### src/rtl/instr_fetch_if.sv
// rtl/instr_fetch_if.sv - fetch-stage bundle: imem request/response, decode handoff, PC redirect
interface instr_fetch_if;
  logic        imem_req;
  logic [31:0] imem_addr;
  logic        imem_valid;
  logic [31:0] imem_rdata;
  logic        if_valid;
  logic        if_ready;
  logic [31:0] if_instr;
  logic [5:0]  if_opcode;
  logic [31:0] if_pc_plus4;
  logic        redirect_valid;
  logic [31:0] redirect_pc;
  logic        if_fault;

  modport master (
    output imem_req, imem_addr,
    input  imem_valid, imem_rdata,
    output if_valid, if_instr, if_opcode, if_pc_plus4, if_fault,
    input  if_ready,
    input  redirect_valid, redirect_pc
  );

  modport slave (
    input  imem_req, imem_addr,
    output imem_valid, imem_rdata,
    input  if_valid, if_instr, if_opcode, if_pc_plus4, if_fault,
    output if_ready,
    output redirect_valid, redirect_pc
  );
endinterface

### src/rtl/instr_fetch.sv
// rtl/instr_fetch.sv - MIPS fetch stage: PC, imem request, fetch register, redirects
// Optional misaligned-redirect trap: IFETCH_ALIGN_CHECK_EN
module instr_fetch #(
  parameter logic [31:0] RESET_PC = 32'h0000_0000
) (
  input logic           clk,
  input logic           rst_n,
  instr_fetch_if.master bus
);

`ifdef IFETCH_ALIGN_CHECK_EN
  typedef enum logic [1:0] {IDLE, REQ, HOLD, FAULT} state_t;
`else
  typedef enum logic [1:0] {IDLE, REQ, HOLD} state_t;
`endif

  state_t      state, nextState;
  logic [31:0] pc, pcNext;
  logic [31:0] instrReg, instrNext;
  logic [31:0] pcPlus4Reg, pcPlus4Next;
  logic        drop, dropNext;
  logic        pend, pendNext;
  logic [31:0] pendPc, pendPcNext;
  logic [31:0] pcInc;
  logic [31:0] redirectTarget;

  assign pcInc          = pc + 32'd4;
  assign redirectTarget = {bus.redirect_pc[31:2], 2'b00};

`ifdef IFETCH_ALIGN_CHECK_EN
  logic faultReg, faultNext;
  logic badRedirect;
  assign badRedirect = bus.redirect_valid && (bus.redirect_pc[1:0] != 2'b00);
`else
  logic unusedLowBits;
  assign unusedLowBits = ^bus.redirect_pc[1:0];
`endif

  always_ff @(posedge clk or negedge rst_n) begin
    if (!rst_n) begin
      state      <= IDLE;
      pc         <= RESET_PC;
      instrReg   <= 32'd0;
      pcPlus4Reg <= 32'd0;
      drop       <= 1'b0;
      pend       <= 1'b0;
      pendPc     <= 32'd0;
    end else begin
      state      <= nextState;
      pc         <= pcNext;
      instrReg   <= instrNext;
      pcPlus4Reg <= pcPlus4Next;
      drop       <= dropNext;
      pend       <= pendNext;
      pendPc     <= pendPcNext;
    end
  end

`ifdef IFETCH_ALIGN_CHECK_EN
  always_ff @(posedge clk or negedge rst_n) begin
    if (!rst_n) faultReg <= 1'b0;
    else        faultReg <= faultNext;
  end
`endif

  always_comb begin
    nextState   = state;
    pcNext      = pc;
    instrNext   = instrReg;
    pcPlus4Next = pcPlus4Reg;
    dropNext    = drop;
    pendNext    = pend;
    pendPcNext  = pendPc;
`ifdef IFETCH_ALIGN_CHECK_EN
    faultNext   = faultReg || badRedirect;
`endif

    case (state)
      IDLE: begin
        nextState = REQ;
        if (bus.redirect_valid) pcNext = redirectTarget;
`ifdef IFETCH_ALIGN_CHECK_EN
        if (badRedirect) nextState = FAULT;
`endif
      end

      REQ: begin
        if (bus.imem_valid) begin
          if (bus.redirect_valid) begin
            pcNext   = redirectTarget;
            dropNext = 1'b0;
            pendNext = 1'b0;
          end else if (drop) begin
            pcNext   = pendPc;
            dropNext = 1'b0;
            pendNext = 1'b0;
          end else begin
            instrNext   = bus.imem_rdata;
            pcPlus4Next = pcInc;
            nextState   = HOLD;
          end
        end else if (bus.redirect_valid) begin
          // The request in flight cannot be withdrawn; remember where to go once it returns.
          dropNext   = 1'b1;
          pendNext   = 1'b1;
          pendPcNext = redirectTarget;
        end
`ifdef IFETCH_ALIGN_CHECK_EN
        if ((faultReg || badRedirect) && bus.imem_valid) nextState = FAULT;
`endif
      end

      HOLD: begin
        if (bus.redirect_valid) begin
          pcNext    = redirectTarget;
          nextState = REQ;
        end else if (bus.if_ready) begin
          pcNext    = pcInc;
          nextState = REQ;
        end
`ifdef IFETCH_ALIGN_CHECK_EN
        if (badRedirect) nextState = FAULT;
`endif
      end

`ifdef IFETCH_ALIGN_CHECK_EN
      FAULT: nextState = FAULT;
`endif

      default: nextState = IDLE;
    endcase
  end

  assign bus.imem_req    = (state == REQ);
  assign bus.imem_addr   = pc;
  assign bus.if_valid    = (state == HOLD);
  assign bus.if_instr    = instrReg;
  assign bus.if_opcode   = instrReg[31:26];
  assign bus.if_pc_plus4 = pcPlus4Reg;
`ifdef IFETCH_ALIGN_CHECK_EN
  assign bus.if_fault    = faultReg;
`else
  assign bus.if_fault    = 1'b0;
`endif

endmodule

### src/flat_wrapper.sv
// flat-port wrapper written by rule: the top's interface ports become plain ports
module instr_fetch_flat 
#(
  parameter logic [31:0] RESET_PC = 32'h0000_0000
)
  (clk, rst_n, bus_imem_req, bus_imem_addr, bus_imem_valid, bus_imem_rdata, bus_if_valid, bus_if_instr, bus_if_opcode, bus_if_pc_plus4, bus_if_fault, bus_if_ready, bus_redirect_valid, bus_redirect_pc);
  instr_fetch_if bus_i ();
  input logic clk;
  input logic rst_n;
  output wire logic [$bits(bus_i.imem_req)-1:0] bus_imem_req;
  output wire logic [$bits(bus_i.imem_addr)-1:0] bus_imem_addr;
  input wire logic [$bits(bus_i.imem_valid)-1:0] bus_imem_valid;
  input wire logic [$bits(bus_i.imem_rdata)-1:0] bus_imem_rdata;
  output wire logic [$bits(bus_i.if_valid)-1:0] bus_if_valid;
  output wire logic [$bits(bus_i.if_instr)-1:0] bus_if_instr;
  output wire logic [$bits(bus_i.if_opcode)-1:0] bus_if_opcode;
  output wire logic [$bits(bus_i.if_pc_plus4)-1:0] bus_if_pc_plus4;
  output wire logic [$bits(bus_i.if_fault)-1:0] bus_if_fault;
  input wire logic [$bits(bus_i.if_ready)-1:0] bus_if_ready;
  input wire logic [$bits(bus_i.redirect_valid)-1:0] bus_redirect_valid;
  input wire logic [$bits(bus_i.redirect_pc)-1:0] bus_redirect_pc;
  assign bus_imem_req = bus_i.imem_req;
  assign bus_imem_addr = bus_i.imem_addr;
  assign bus_i.imem_valid = bus_imem_valid;
  assign bus_i.imem_rdata = bus_imem_rdata;
  assign bus_if_valid = bus_i.if_valid;
  assign bus_if_instr = bus_i.if_instr;
  assign bus_if_opcode = bus_i.if_opcode;
  assign bus_if_pc_plus4 = bus_i.if_pc_plus4;
  assign bus_if_fault = bus_i.if_fault;
  assign bus_i.if_ready = bus_if_ready;
  assign bus_i.redirect_valid = bus_redirect_valid;
  assign bus_i.redirect_pc = bus_redirect_pc;
  instr_fetch #(.RESET_PC(RESET_PC)) u_core (.clk(clk), .rst_n(rst_n), .bus(bus_i));
endmodule
### config.mk
export PLATFORM = sky130hd
export DESIGN_NAME = instr_fetch_flat
export DESIGN_NICKNAME = d
export VERILOG_FILES = /design/src/rtl/instr_fetch_if.sv /design/src/rtl/instr_fetch.sv /design/src/flat_wrapper.sv
export SDC_FILE = /design/constraint.sdc
export NUM_CORES = 1
export LEC_CHECK = 0
export CAP_MARGIN = 10
export CORE_MARGIN = 3
export CORE_UTILIZATION = 30
export CTS_CLUSTER_DIAMETER = 200
export DETAILED_ROUTE_END_ITERATION = 16
export PLACE_DENSITY = 0.54
export SLEW_MARGIN = 15
export SYNTH_ARGS = -nofsm -noshare
export SYNTH_HDL_FRONTEND = slang
export SYNTH_SLANG_ARGS = --single-unit
### constraint.sdc
create_clock -name clk -period 7.1 [get_ports clk]
set_clock_uncertainty 0.15 [all_clocks]
set_input_delay 0.71 -clock clk [delete_from_list [all_inputs] [get_ports clk]]
set_output_delay 0.71 -clock clk [all_outputs]
set_load 0.03 [all_outputs]
==> metrics <==
status completed; FMAX 0.2534 GHz; Yosys cell types 65; FF/Latch Area 3128 sq um; Via Count 5762; max incr delay on CP slightly above 1 ns; area of placed instances 8371 sq um; Slew HR 22.41%; Slew @ Worst Pin around 1.2 ns; gr usage total 17.86%; P_int 2.688 mW; H-tree levels 4; Final period util 55.58%; vias per cell 5.015; startpoint type of the worst setup path input pin; Critical Path End Type flip-flop; PortBufs 166; layout cell share with drive strength beyond 1 about a tenth; TritonRoute pass-1 iters 5; Post-synth ARST share 100.0%; Non-Filler Instances about 1100; nets@finish 936; CP max FO 43; Setup WS post-layout 3.154 ns; Cell Rows 53; Reg power frac ~29%; count of final setup violators 0; Yosys reg bits ~130; Max Cap Viol 0; Die W between 150 and 200 um; Mapped Cells slightly above 700; CP Buf/Inv Count 2; core box area approximately 21000 sq um; GRT overflow 0; initial antenna violation count 0; VDD IR max 0.0001927 V; Fin. Hold Viols 0; # resized after CTS 0; clk slew on worst S/H paths 0.06 ns; Area Growth Syn to Fin 36.71%; CTS tree built; Filler Cell Count 2141; unrepaired setup endpoints after global routing false; pin count of the biggest net entering global routing 82; Placed Instances ~1100; Slowest-stage cell, CP and2_1; first-pass GRT wire length 33510 um; GPL Wtd Cong slightly above 0.8; Net Switching 2.160 mW; post-route cell area between 9000 and 10000 sq um; Synthesis Warnings 0; Sinks on Clock Net 125; post-synth top area share 47.38%; Max clock buf depth 2; Initial Util 30.92%; Setup WS pre-CTS 2.743 ns; ANT cells 0; Die H 154.4 um; clock root buffer clkbuf_16; syn_area_per_cell 9.094 sq um; DRC 0; Hold/Removal Path Class in2async; # IOs 174; kind of cell adding the most delay to the critical path simple AND/OR/NAND/NOR gates; crit-path cells clkdlybuf4s50_1 -> buf_4 -> nor3b_1 -> nor3_1 -> and2_1 -> o21ai_0 -> o2bb2ai_1; Pwr Density roughly 540 nW/um^2; Post-Syn Area 6603 sq um; post-synth top area cell dfrtp_1; Final min period 3.946 ns; Clock Power Share 20.1%; Arrival @ worst endpoint 4.06 ns; Post-CTS Setup Bufs 0; ANT nets after route 0; vias in the first global route 5661; Post-synth EDFFs 0; Area contributors post-synth dfrtp_1 (47%), nand2_1 (11%), mux2_2 (4.9%); WL final 21270 um; hold buffer count at cts 0; Crit Path Category in2reg; HPWL after DPL 14580 um; Comb power frac about half; DR WL/cell around 19 um; CTS Buf Count 17; Critical Path RT 7.21 ns; sequential share of the synthesized area between 40% and 50%; total negative slack 0 ns; most common flop cell mapped by yosys dfrtp_1; Clk Latency, worst-skew pair between 0.4 and 0.5 ns; max-slew violation count 0; initial DRC count 423; die area 23820 sq um; cell leakage power 3.770 nW; multi-input combinational cell area 3123 sq um; Sw Share 44.55%
area by class of cell:
class,instances,share of cell area (%)
inverter,15,0.6238
clock buffer,19,4.907
tap,275,3.812
multi-input combinational,528,34.60
sequential,125,34.65
timing repair buffer,174,19.05
clock inverter,13,2.357
power by group through the flow:
stage	Sequential, mW	Clock [mW]	Combinational (mW)
2_1_floorplan	1.81	0	1.15
3_3_place_gp	1.39	0	2.48
4_1_cts	1.39	0.990	2.50
3_5_place_dp	1.40	0	2.49
6_report	1.39	0.974	2.48
5_1_grt	1.45	1.03	2.69
flip-flops by register name (all words and copies together) (netlist names):
signal,count
u_core.state,2
u_core.bus.if_pc_plus4,30
u_core.bus.if_instr,32
u_core.bus.imem_addr,30
u_core.pendPc,30
u_core.drop,1
kinds of logic after synthesis:
kind of cell | Yosys count | synth area share, %
simple gates | 312 | 21.45
fa+ha+maj | 6 | 1.137
buf+inv | 77 | 5.704
other cells | 1 | 0.05680
xor+xnor | 26 | 3.449
flops | 125 | 47.38
compound gates | 143 | 14.82
mux | 36 | 6.007
metrics by stage:
step                hold slack (ns)  utilization [%]  power [mW]
detailed placement           0.3130            39.20       3.895
global placement             0.3079            39.20       3.864
finish                       0.1720            42.27       4.848
floorplan                    0.2644                -       2.959
global route                 0.2089            42.27       5.161
CTS                          0.1964            42.27       4.880
synth_stat cells (8+ instances only):
cell      count
a32oi_1      10
clkbuf_1     32
nor2_1       38
dfrtp_1     125
nand3_1      18
nor4_1        8
nor3_1       17
a21oi_1      16
inv_1        15
a221oi_1      8
buf_4        15
buf_2         8
o21ai_0      46
xnor2_1      21
nand2_1     185
mux2_2       29
placed cells by master (no fill, tap or decap), drive strengths merged, types with 7 or more instances in the layout:
cell,synthesis,routed
clkdlybuf4s50,0,165
dfrtp,125,125
mux2,29,29
nand4,9,9
nor3,17,17
o21ai,48,48
xnor2,21,21
nand3,18,18
and3,7,7
a32oi,10,10
mux2i,7,7
clkbuf,32,19
a221oi,8,8
inv,15,16
buf,29,9
nor2,38,38
nand2,186,186
a21oi,16,16
nor2b,7,7
nor4,9,9
routing by layer:
layer,vias up,routed length (um),track usage [%]
met5,-,0,0
met4,0,218,4.373
met3,18,1019,3.693
met2,176,9632,27.83
met1,2773,10400,25.49
li1,2795,-,-
path summary, 6_finish.rpt:
kind	startpoint	end	slack, ns	depth (start not counted)
hold reg to reg	u_core.bus.if_pc_plus4[11]	u_core.bus.if_pc_plus4[11]	0.32	2
hold / removal	rst_n	u_core.bus.if_instr[13]	0.17	1
setup / recovery	bus_redirect_valid	u_core.bus.imem_addr[23]	3.15	7
setup reg to reg	u_core.state[0]	u_core.bus.imem_addr[23]	3.33	8
min in group clk	u_core.bus.if_pc_plus4[11]	u_core.bus.if_pc_plus4[11]	0.32	2
max in group asynchronous	rst_n	u_core.bus.imem_addr[7]	5.13	2
worst reg2reg max path, stage by stage (launching register included):
cell,delay [ns]
dfrtp_1,0.40
inv_1,0.10
ha_1,0.19
buf_4,0.23
nor3b_1,0.19
nor3_1,0.90
and2_1,1.03
o21ai_0,0.22
o2bb2ai_1,0.19
Note: power is estimated with default switching activity, not from simulation.
